<file path="config.mk">
export PLATFORM = sky130hd
export DESIGN_NAME = exe_wb_arbiter
export DESIGN_NICKNAME = d
export VERILOG_FILES = /design/src/rtl/exe_wb_arbiter.sv
export SDC_FILE = /design/constraint.sdc
export NUM_CORES = 1
export LEC_CHECK = 0
export BUFFER_PORTS_ARGS = -buffer_cell sky130_fd_sc_hd__buf_2
export CORE_ASPECT_RATIO = 0.9
export CORE_MARGIN = 8
export CORE_UTILIZATION = 45
export DETAILED_ROUTE_END_ITERATION = 16
export GPL_TIMING_DRIVEN = 1
export PLACE_DENSITY = 0.72
export RECOVER_POWER = 100
export SETUP_SLACK_MARGIN = 0.05
export SLEW_MARGIN = 25
export SYNTH_ARGS = -nofsm -noshare
export SYNTH_HDL_FRONTEND = slang
export SYNTH_SLANG_ARGS = --single-unit
</file>
<file path="constraint.sdc">
create_clock -name clk -period 3.7 [get_ports clk]
set_input_delay 0 -clock clk [delete_from_list [all_inputs] [get_ports clk]]
set_output_delay 0 -clock clk [all_outputs]
set_load 0.005 [all_outputs]
</file>
<file path="src/rtl/exe_wb_arbiter.sv">
// exe_wb_arbiter: shares the writeback port between the ALU pipe and a
// long-latency unit, with a starvation guard and a 1-entry ALU skid.
`ifndef DATA_WIDTH
`define DATA_WIDTH 32
`endif

module exe_wb_arbiter #(
    parameter int DATA_WIDTH = `DATA_WIDTH,
    parameter int RD_WIDTH   = 5,
    parameter int MAX_WAIT   = 4
) (
    input  logic                  clk,
    input  logic                  reset,
    input  logic                  system_stall,
    input  logic                  alu_valid,
    input  logic [DATA_WIDTH-1:0] alu_result,
    input  logic [RD_WIDTH-1:0]   alu_rd,
    output logic                  alu_hold,
    input  logic                  llu_valid,
    input  logic [DATA_WIDTH-1:0] llu_result,
    input  logic [RD_WIDTH-1:0]   llu_rd,
    output logic                  llu_ack,
    output logic                  wb_valid,
    output logic [DATA_WIDTH-1:0] wb_data,
    output logic [RD_WIDTH-1:0]   wb_rd,
    output logic                  wb_src
);

    localparam logic [3:0] WAIT_LIMIT = 4'(MAX_WAIT);

    typedef enum logic [1:0] {
        IDLE,
        WAIT,
        DRAIN
    } state_t;

    state_t                state;
    state_t                state_nxt;
    logic [3:0]            wait_cnt;
    logic [3:0]            wait_cnt_nxt;
    logic                  skid_vld;
    logic [DATA_WIDTH-1:0] skid_data;
    logic [RD_WIDTH-1:0]   skid_rd;
    logic                  skid_load;
    logic                  gnt_skid;
    logic                  gnt_llu;
    logic                  gnt_alu;
    logic                  gnt_any;

    assign alu_hold = skid_vld;
    assign llu_ack  = gnt_llu;
    assign gnt_any  = gnt_skid | gnt_llu | gnt_alu;

    // Grant selection and next-state; nothing is granted in stall or reset.
    always_comb begin
        state_nxt    = state;
        wait_cnt_nxt = wait_cnt;
        gnt_skid     = 1'b0;
        gnt_llu      = 1'b0;
        gnt_alu      = 1'b0;
        skid_load    = 1'b0;
        if (!system_stall && !reset) begin
            unique case (state)
                IDLE: begin
                    if (alu_valid) begin
                        gnt_alu = 1'b1;
                        if (llu_valid) begin
                            wait_cnt_nxt = 4'd1;
                            state_nxt    = WAIT;
                        end
                    end else if (llu_valid) begin
                        gnt_llu = 1'b1;
                    end
                end
                WAIT: begin
                    if (!llu_valid) begin
                        gnt_alu      = alu_valid;
                        wait_cnt_nxt = 4'd0;
                        state_nxt    = IDLE;
                    end else if (wait_cnt == WAIT_LIMIT) begin
                        gnt_llu      = 1'b1;
                        skid_load    = alu_valid;
                        wait_cnt_nxt = 4'd0;
                        state_nxt    = alu_valid ? DRAIN : IDLE;
                    end else if (alu_valid) begin
                        gnt_alu      = 1'b1;
                        wait_cnt_nxt = (wait_cnt >= WAIT_LIMIT)
                                     ? WAIT_LIMIT
                                     : wait_cnt + 4'd1;
                    end else begin
                        gnt_llu      = 1'b1;
                        wait_cnt_nxt = 4'd0;
                        state_nxt    = IDLE;
                    end
                end
                DRAIN: begin
                    gnt_skid = 1'b1;
                    if (llu_valid) begin
                        wait_cnt_nxt = 4'd1;
                        state_nxt    = WAIT;
                    end else begin
                        wait_cnt_nxt = 4'd0;
                        state_nxt    = IDLE;
                    end
                end
                default: begin
                    wait_cnt_nxt = 4'd0;
                    state_nxt    = IDLE;
                end
            endcase
        end
    end

    // State, wait counter and skid entry registers.
    always_ff @(posedge clk) begin
        if (reset) begin
            state     <= IDLE;
            wait_cnt  <= 4'd0;
            skid_vld  <= 1'b0;
            skid_data <= '0;
            skid_rd   <= '0;
        end else begin
            state    <= state_nxt;
            wait_cnt <= wait_cnt_nxt;
            if (gnt_skid) begin
                skid_vld <= 1'b0;
            end else if (skid_load) begin
                skid_vld  <= 1'b1;
                skid_data <= alu_result;
                skid_rd   <= alu_rd;
            end
        end
    end

    // Writeback register; data and rd only move on a grant.
    always_ff @(posedge clk) begin
        if (reset) begin
            wb_valid <= 1'b0;
            wb_data  <= '0;
            wb_rd    <= '0;
            wb_src   <= 1'b0;
        end else begin
            wb_valid <= gnt_any;
            unique case (1'b1)
                gnt_skid: begin
                    wb_data <= skid_data;
                    wb_rd   <= skid_rd;
                    wb_src  <= 1'b0;
                end
                gnt_llu: begin
                    wb_data <= llu_result;
                    wb_rd   <= llu_rd;
                    wb_src  <= 1'b1;
                end
                gnt_alu: begin
                    wb_data <= alu_result;
                    wb_rd   <= alu_rd;
                    wb_src  <= 1'b0;
                end
                default: begin
                end
            endcase
        end
    end

endmodule
</file>
==> metrics.csv, run 1 <==
metric;value;unit
status;completed;
cts_tree;built;
finalHoldViolations;0;
hp-start;alu_valid;
cts_sinks;83;
synth_nets;550;
setup_viol;0;
ys_types;32;
grt_antenna_before_repair;0;
fp.coreArea;7913;um2
ff2ff_path_depth;6;
netlist_area;3620;um2
netlist_instances;469;
hold_depth;3;
reg2reg_from;state[1];
synth-seq-cells;83;
avgRoutedWirePerCell;15.68;um
setup_slack;0.6404;ns
dieWidth;110.5;um
crit_family;buffers and inverters;
start_util;0.4575;
crit_required;3.99;ns
nets;732;
path_cells;or3_4 > a311oi_4 > clkbuf_1 > nand2_1 > a311oi_1 > dlygate4sd3_1;
portBuffers;119;
irDropWorstVdd;0.2273;mV
cp.arrival;3.35;ns
fmax;326.8;MHz
yosys-top-cells-area;dfxtp_1 (46%), nand2_1 (16%), a311oi_1 (8.7%);
root_buffer;clkbuf_8;
rows;31;
dieArea;11170;um2
post-route-period-util;0.8269;
r2r_slack;0.64;ns
cellLeakagePower;1.922;nW
synth.largest_area_cell;dfxtp_1;
ys_seq_area_frac;0.4590;
critPathBufInv;2;
drive_above_1_share;0.1725;
yosysWarnings;0;
crit_type;flip-flop to flip-flop;
dpl.hpwl;7212;um
synth_commonest_cells;nand2_1 (150), dfxtp_1 (83), nor2_1 (43), a21oi_1 (41), o22ai_1 (37);
clk_latency;0.35;ns
min_path_type;input port to flip-flop;
cap_violations;0;
synth_edf_count;0;
grt_start_max_net_pins;58;
slew_viol_final;0;
rsz0062_at_grt;false;
drtAntennaViolNets;0;
start_kind;flip-flop;
power_density;350.7;nW/um2
antenna_cells;0;
yosys_most_used_dff;dfxtp_1;
yosysMostFrequentCell;nand2_1;
clockBufferDepth;2;
crit_fanout;39;
fin_crit;3.060;ns
htree_levels;3;
avgSynthCellArea;7.718;um2
dr.pass1.iters;5;
areaGrowthSynthToFinish;43.93;%
clk_pin_slew;0.08;ns
fillers;667;
holdPathEnd;state[1];
grt_overflow;0;
grt_pass1_wl;19910;um
slowest_delay;0.64;ns
drt-initial-drc-count;308;
grt.total_usage;0.2116;
viasPerCell;5.317;
synth_top_area_share;0.4590;
finalSetupTns;0;ns
post-place-ws;1.556;ns
r2r_end;wb_data[9];
gp_congestion;0.8791;
worst_clock_skew;0.01119;ns
drc;0;
slowest_stage;clkbuf_1;
drt-total-wl;11820;um
maxSlewHeadroom;0.3705;
first_global_vias;4105;
pin_count;120;
synthArstFlopShare;0;
cts_inserted_buffers;9;
worst_pin_slew;0.9443;ns
die_h;101.1;um
cp-end-kind;flip-flop;
via_count;4009;
-- state kept, by name (all words and copies together), names as in the netlist --
register,count
wb_data,32
wb_rd,5
wait_cnt,4
alu_hold,1
skid_data,32
wb_valid,1
state,2
wb_src,1
skid_rd,5
-- per-layer routing --
metal	routed length, um	global-route usage
met2	5526	0.3439
met4	264	0.1006
met5	0	0
met1	5166	0.2568
met3	865	0.05417
-- area by class of cell --
class	instances	area (um2)	share of cell area
Inverter	6	22.52	0.004323
Multi-Input combinational cell	338	1762	0.3381
Tap cell	99	123.9	0.02378
Clock buffer	10	127.6	0.02450
Clock inverter	5	55.05	0.01057
Sequential cell	83	1662	0.3189
Timing Repair Buffer	213	1458	0.2798
-- tightest hold or removal path: stages --
cell and delay, ns:
buf_2 0.16, nand4b_1 0.14, a211oi_1 0.07
-- cell usage in the layout (no fill, tap or decap), types with 2 or more instances in the layout --
cell type      netlist  layout
clkbuf_8             0       9
dfxtp_1             83      83
nand2_1            150     150
inv_1                6       6
ha_1                 2       2
clkinv_2             0       2
o21ai_0              3       3
a211oi_4             0       2
nand4_1              2       2
nor2_1              43      42
dlygate4sd3_1        0      84
o22ai_1             37      37
a21oi_1             41      41
clkinvlp_4           0       2
buf_2                6      85
nor3_1               3       3
nand4b_1             2       2
clkbuf_1            28      38
buf_4                3       7
a211oi_1             2       2
a311oi_1            36      36
nand3_1              2       2
-- worst max-delay path by stage --
stage	slack [ns]	to	startpoint	depth (start not counted)
2_1_floorplan	2.00	wb_rd[4]	state[1]	7
3_3_place_gp	1.62	skid_data[8]	state[0]	5
3_5_place_dp	1.56	wb_data[25]	state[0]	5
4_1_cts	1.07	wb_data[29]	state[1]	6
5_1_grt	0.44	wb_data[19]	state[1]	6
6_report	0.64	wb_data[9]	state[1]	6
-- power breakdown --
group / internal [mW] / switching, mW
combinational: 0.141 / 0.128
sequential: 0.920 / 0.0158
clock: 0.306 / 0.316
-- cell families (layout without fill, tap and decap cells) --
kind of cell,Yosys count,in the layout,synth area share
AND/OR/NAND/NOR,210,210,0.2330
AO/OA/AOI/OAI,126,126,0.2375
flip-flops,83,83,0.4590
buffers and inverters,48,234,0.06360
adder cells (fa/ha/maj),2,2,0.006912
-- metrics by stage --
step | utilization | power (mW) | std cells | hold WS [ns] | cell area [um2]
floorplan | - | 1.058 | 469 | 0.1405 | 3620
global placement | 0.5365 | 1.154 | 655 | 0.2624 | 4245
detailed placement | 0.5365 | 1.157 | 655 | 0.2615 | 4245
CTS | 0.6659 | 1.841 | 754 | 0.07745 | 5269
global route | 0.6584 | 1.912 | 754 | 0.07097 | 5210
finish | 0.6584 | 1.827 | 754 | 0.07683 | 5210
-- what timing repair did --
action                                 in CTS  in global routing
resized for setup                           0                  0
endpoints found under the hold margin      74                  0
hold buffers                               84                  0
setup buffers                               0                  0
No activity file was read; power rests on OpenSTA's default activity.
==> inputs of run 2 (changes only) <==
ABC_AREA = 1   (was default)
PLACE_DENSITY = 0.73   (was 0.72)
clock period = 2.65 ns   (was 3.7 ns; I/O delays follow)
==> run 2 against run 1 <==
Sequential power grew 40%. Cell count grew 22%. Die area grew 13%. Non-clock buffer count shrank 22. Critical path depth grew 3.
==> metrics.csv, run 2 <==
metric;value;unit;change
clk_latency;0.34;ns;about the same
root_buffer;clkbuf_8;;
htree_levels;3;;unchanged
drt-total-wl;13090;um;+11%
fin_crit;2.147;ns;-0.9130 ns
grt.met1_usage;0.2331;;-0.02374
synth_nets;717;;+30%
dieWidth;117.6;um;+6.4%
cp-end-kind;flip-flop;;
netlist_instances;636;;+36%
p_total;2.556;mW;+40%
yosys-top-cells-area;dfxtp_1 (40%), nand2_1 (15%), nor2_1 (14%);;
netlist_area;4179;um2;+15%
reg_top3;skid_data x32, wb_data x32;;
post-route-period-util;0.8100;;-0.01689
fillers;881;;+32%
cts_tree;built;;
synth_edf_count;0;;unchanged
grt_pass1_wl;21600;um;+8.5%
drc;0;;unchanged
cts_setup_buffers;0;;unchanged
pin_count;120;;unchanged
post-place-ws;0.6465;ns;-0.9093 ns
fp.coreArea;9084;um2;+15%
grt_antenna_before_repair;1;;+1
cts_hold_buf;60;;-29%
ys_seq_area_frac;0.3976;;-0.06143
worst_pin_slew;0.7316;ns;-0.2128 ns
maxSlewHeadroom;0.5106;;+0.1401
start_util;0.4601;;+0.002591
path_cells;inv_1 > ha_1 > nand3_1 > nor4_4 > clkbuf_2 > nand2_1 > buf_4 > nand2_1 > a21oi_1;;
ys_types;22;;-31%
synth.largest_area_cell;dfxtp_1;;
die_h;107.4;um;+6.3%
rsz0062_at_grt;false;;
min_path_type;input port to flip-flop;;
clockBufferDepth;2;;unchanged
cp.arrival;2.34;ns;-1.01 ns
fmax;465.9;MHz;+43%
combPwrFrac;0.168;;+0.020
start_kind;flip-flop;;
grt_util_met2;0.3575;;+0.01366
synth_commonest_cells;nand2_1 (163), nor2_1 (157), dfxtp_1 (83), nand3_1 (78), a21oi_1 (43);;
slew_viol_final;0;;unchanged
avgSynthCellArea;6.571;um2;-15%
cts_inserted_buffers;9;;unchanged
grt_start_max_net_pins;49;;-16%
switching_share;0.2721;;+0.02029
areaGrowthSynthToFinish;31.83;%;
synth_top_area_share;0.3976;;-0.06143
clk_pin_slew;0.08;ns;about the same
synth-seq-cells;83;;unchanged
first_global_vias;4489;;+9.4%
via_count;4641;;+16%
cpMostUsedCell;nand2_1;;
cts_sinks;83;;unchanged
setup_viol;0;;unchanged
grt_overflow;0;;unchanged
crit_required;2.85;ns;-1.14 ns
rows;33;;+6.5%
layout_common_cells;nand2_1 (163), nor2_1 (156), buf_2 (88), dfxtp_1 (83), nand3_1 (77);;
dpl.hpwl;8059;um;+12%
cts_repair_resize_count;0;;unchanged
nets;871;;+19%
p_int;1.860;mW;+36%
dr.pass1.iters;5;;unchanged
whs;0.01095;ns;-0.06588 ns
crit_type;flip-flop to flip-flop;;
dieArea;12630;um2;+13%
gp_congestion;0.7792;;-11%
setup_slack;0.5034;ns;-0.1370 ns
worst_clock_skew;0.01763;ns;+0.006441 ns
avgRoutedWirePerCell;14.25;um;-9.1%
status;completed;;
top_usage_layer;met2;;
drtAntennaViolNets;0;;unchanged
crit_fanout;28;;-28%
cap_violations;0;;unchanged
slowest_stage;clkbuf_2;;
finalHoldViolations;0;;unchanged
p_clk_frac;0.319;;-0.022
synthArstFlopShare;0;;unchanged
cellLeakagePower;2.602;nW;+35%
yosysWarnings;0;;unchanged
slowest_delay;0.54;ns;-0.10 ns
irDropWorstVdd;0.2119;mV;-6.8%
grt_use_met3;0.04719;;-0.006972
final_common_cell;nand2_1;;
yosys_most_used_dff;dfxtp_1;;
finalSetupTns;0;ns;unchanged
power.switching;0.6954;mW;+51%
yosysMostFrequentCell;nand2_1;;
viasPerCell;5.056;;-4.9%
portBuffers;119;;unchanged
drt-initial-drc-count;323;;+4.9%
seq_power_share;0.513;;about the same
grt.total_usage;0.2018;;-0.009814
power_density;463.9;nW/um2;+32%
drive_above_1_share;0.1509;;-0.02158
## run 2: cell count changes in the layout (fill, tap and decap cells not counted), sizes merged, moves of 14 or more
cell	delta
nor2	+115
nand3	+77
a311oi	-38
o22ai	-37
nand3b	+36
dlygate4sd3	-24
nand2	+14
## run 2: critical path: cells and delay by family, from the launching register on
kind                       cells  cell delay (ns)
buffers and inverters          3             0.86
and+or+nand+nor                4             0.58
DFF                            1             0.33
adders and majority gates      1             0.15
AOI/OAI and AO/OA              1             0.06
## run 2: worst paths after layout
check / startpoint / end / slack (ns) / cells after the start
max: wait_cnt[0] / skid_data[23] / 0.50 / 9
max reg2reg: wait_cnt[0] / skid_data[23] / 0.50 / 9
min reg2reg: alu_hold / alu_hold / 0.45 / 2
min: llu_result[9] / wb_data[9] / 0.01 / 5
## run 2: logic make-up after synthesis
| kind of cell | after synthesis | share of synthesized area |
|---|---|---|
| AOI/OAI and AO/OA | 49 | 0.05988 |
| DFF | 83 | 0.3976 |
| and+or+nand+nor | 441 | 0.4617 |
| buffers and inverters | 61 | 0.07485 |
| adders and majority gates | 2 | 0.005987 |
## run 2: area by class of cell
class,instances,area [um2],area share
clock inverter,3,23.77,0.004315
multi-input combinational,492,2226,0.4040
timing repair buffer,191,1245,0.2260
inverter,13,48.80,0.008858
sequential,83,1662,0.3016
antenna,1,2.502,0.0004542
clock buffer,13,148.9,0.02703
tap,122,152.6,0.02771
## run 2: through the flow
stage,instance area (um2),utilization,instances
3_5_place_dp,4775,0.5256,841
2_1_floorplan,4179,-,636
6_report,5509,0.6065,918
4_1_cts,5548,0.6107,917
5_1_grt,5509,0.6065,918
3_3_place_gp,4775,0.5256,841
## run 2: metal layers
metal	vias up	wire, um
met5	-	0
met4	0	159
met2	161	6354
met3	14	932
li1	2346	-
met1	2120	5638
## run 2: power groups by stage
stage | registers (mW) | clock network [mW] | logic (mW)
after floorplan | 1.34 | 0 | 0.210
after global placement | 1.34 | 0 | 0.357
after detailed placement | 1.34 | 0 | 0.364
after CTS | 1.31 | 0.835 | 0.433
after global routing | 1.32 | 0.884 | 0.479
final | 1.31 | 0.815 | 0.429
==> inputs of run 3 (changes only) <==
ABC_AREA = 0   (was 1)
PLACE_DENSITY = 0.75   (was 0.73)
clock period = 1.7 ns   (was 2.65 ns; I/O delays follow)
==> run 3 against run 2 <==
Flip-flop and latch count stayed put. Highest routed layer unchanged. Clock skew is 0.0092 ns lower. Die area is 12% lower. First-iteration DRC count is 22% lower. Total power is 63% higher. Final area is 1.8% lower. Cell count is 17% lower. Core utilization is 7.7 points higher. Worst hold slack better by 0.085 ns. Critical path type unchanged. Register-to-register slack worse by 0.48 ns. Non-clock buffer count is 32 higher.
==> metrics.csv, run 3 (synthesis gave the netlist of run 1 again) <==
metric;value;unit;change
slowest_delay;0.33;ns;-0.21 ns
worst_pin_slew;0.6264;ns;-0.1052 ns
clk_pin_slew;0.08;ns;about the same
p_int;3.147;mW;+69%
cp.arrival;1.92;ns;-0.42 ns
min_path_type;input port to flip-flop;;
fp.coreArea;7913;um2;-13%
reg_top3;skid_data x32, wb_data x32;;
antenna_cells;0;;-1
areaGrowthSynthToFinish;49.46;%;
gp_congestion;0.7793;;about the same
cts_sinks;83;;unchanged
power_density;768.7;nW/um2;+66%
htree_levels;3;;unchanged
cap_violations;0;;unchanged
critPathCapture;wb_data[14];;
switching_share;0.2433;;-0.02881
grt_start_max_net_pins;58;;+18%
worst_clock_skew;0.008410;ns;-0.009218 ns
maxSlewHeadroom;0.5824;;+0.07186
whs;0.09600;ns;+0.08505 ns
power.switching;1.012;mW;+45%
post-place-ws;-0.01834;ns;-0.6648 ns
combPwrFrac;0.148;;-0.020
via_count;4111;;-11%
drt-initial-drc-count;252;;-22%
grt_pass1_wl;20120;um;-6.9%
rows;31;;-6.1%
dieWidth;110.5;um;-6.0%
dieArea;11170;um2;-12%
finalSetupTns;0;ns;unchanged
cellLeakagePower;1.995;nW;-23%
status;completed;;
crit_fanout;14;;-50%
die_h;101.1;um;-5.9%
grt_antenna_before_repair;0;;-1
clockBufferDepth;2;;unchanged
reg2reg_from;wait_cnt[0];;
fin_crit;1.676;ns;-0.4707 ns
finalHoldViolations;0;;unchanged
crit_type;flip-flop to flip-flop;;
slew_viol_final;0;;unchanged
pin_count;120;;unchanged
cp-end-kind;flip-flop;;
dr.pass1.iters;4;;-1
layout_common_cells;nand2_1 (148), buf_2 (82), dfxtp_1 (79), dlygate4sd3_1 (74), nor2_1 (42);;
drt-total-wl;12360;um;-5.6%
rsz0062_at_grt;true;;
hold_depth;3;;-2
setup_viol;0;;unchanged
root_buffer;clkbuf_8;;
first_global_vias;4049;;-9.8%
grt_util_met2;0.3869;;+0.02938
cts_inserted_buffers;9;;unchanged
ff2ff_path_depth;8;;-1
r2r_slack;0.02;ns;-0.48 ns
final_common_cell;nand2_1;;
slowest_stage;dfxtp_2;;
post-route-period-util;0.9858;;+0.1758
seq_power_share;0.490;;-0.023
setup_slack;0.02407;ns;-0.4793 ns
worstSetupPathDepth;8;;-1
top_usage_layer;met2;;
nets;742;;-15%
r2r_end;wb_data[14];;
crit_start;wait_cnt[0];;
irDropWorstVdd;0.4681;mV;+120%
start_util;0.4575;;-0.002591
cts_tree;built;;
p_clk_frac;0.363;;+0.044
crit_required;1.95;ns;-0.90 ns
clk_latency;0.35;ns;about the same
grt.met1_usage;0.2488;;+0.01574
avgRoutedWirePerCell;16.15;um;+13%
portBuffers;119;;unchanged
crit_family;compound AO/OA/AOI/OAI gates;;
start_kind;flip-flop;;
drtAntennaViolNets;0;;unchanged
path_cells;inv_2 > ha_4 > nand4b_1 > a211oi_4 > buf_4 > buf_8 > nand2_1 > a311oi_1;;
grt.total_usage;0.2149;;+0.01320
critPathBufInv;3;;unchanged
grt_overflow;0;;unchanged
dpl.hpwl;7832;um;-2.8%
grt_use_met3;0.05060;;+0.003401
viasPerCell;5.374;;+6.3%
fmax;596.7;MHz;+28%
drive_above_1_share;0.2207;;+0.06978
drc;0;;unchanged
[run 3: cell types whose count changed in the layout (fill, tap and decap cells not counted), moves of 6 or more]
cell / previous run / this run
o22ai_1: 0 / 37
nand2_1: 163 / 148
a311oi_2: 0 / 7
a311oi_1: 0 / 30
nand3b_1: 37 / 1
inv_1: 12 / 4
nand3_1: 77 / 2
dlygate4sd3_1: 60 / 74
nor2_1: 156 / 42
buf_2: 88 / 82
[run 3: how the worst min path moves through the flow]
stage / start / end / slack [ns]
finish: llu_valid / state[1] / 0.1
global route: llu_valid / state[1] / 0.1
CTS: llu_valid / state[1] / 0.08
detailed placement: alu_result[23] / skid_data[23] / 0.26
global placement: alu_rd[0] / skid_rd[0] / 0.26
floorplan: alu_result[0] / skid_data[0] / 0.14
[run 3: power groups by stage]
stage               sequential (mW)  combinational (mW)  clock [mW]
floorplan                      2.08               0.223           0
global placement               2.08               0.454           0
detailed placement             2.08               0.459           0
CTS                            2.03               0.603        1.55
global route                   2.04               0.671        1.64
finish                         2.04               0.615        1.51
[run 3: what timing repair did]
action                                 in CTS  in global routing
gates cloned                                1                  0
hold buffers                               74                  0
endpoints found under the hold margin      74                  0
pin swaps                                   2                  1
setup endpoints to repair                  38                 70
resized for setup                          13                 18
buffers inserted                            4                  0
[run 3: worst reg2reg max path: stages (launching register included)]
cell and delay (ns):
dfxtp_2 0.33, inv_2 0.07, ha_4 0.13, nand4b_1 0.15, a211oi_4 0.23, buf_4 0.18
buf_8 0.15, nand2_1 0.07, a311oi_1 0.28
[run 3: layout make-up]
type	count	area, um2
fill	639	2502
clock inverter	5	77.57
inverter	6	22.52
tap	99	123.9
timing repair buffer	223	1572
clock buffer	11	131.4
sequential	83	1667
multi-input combinational	338	1817
[run 3: routing by layer]
layer	vias to the layer above	share of wire
met4	0	0.0037
met2	168	0.50
met5	-	0
met1	1908	0.43
li1	2029	-
met3	6	0.069
[run 3: per-stage QoR]
step / power (mW) / instance area, um2 / utilization / cells
3_3_place_gp: 2.529 / 4385 / 0.5542 / 671
2_1_floorplan: 2.303 / 3620 / - / 469
5_1_grt: 4.357 / 5410 / 0.6837 / 765
3_5_place_dp: 2.538 / 4385 / 0.5542 / 671
4_1_cts: 4.185 / 5413 / 0.6841 / 766
6_report: 4.159 / 5410 / 0.6837 / 765
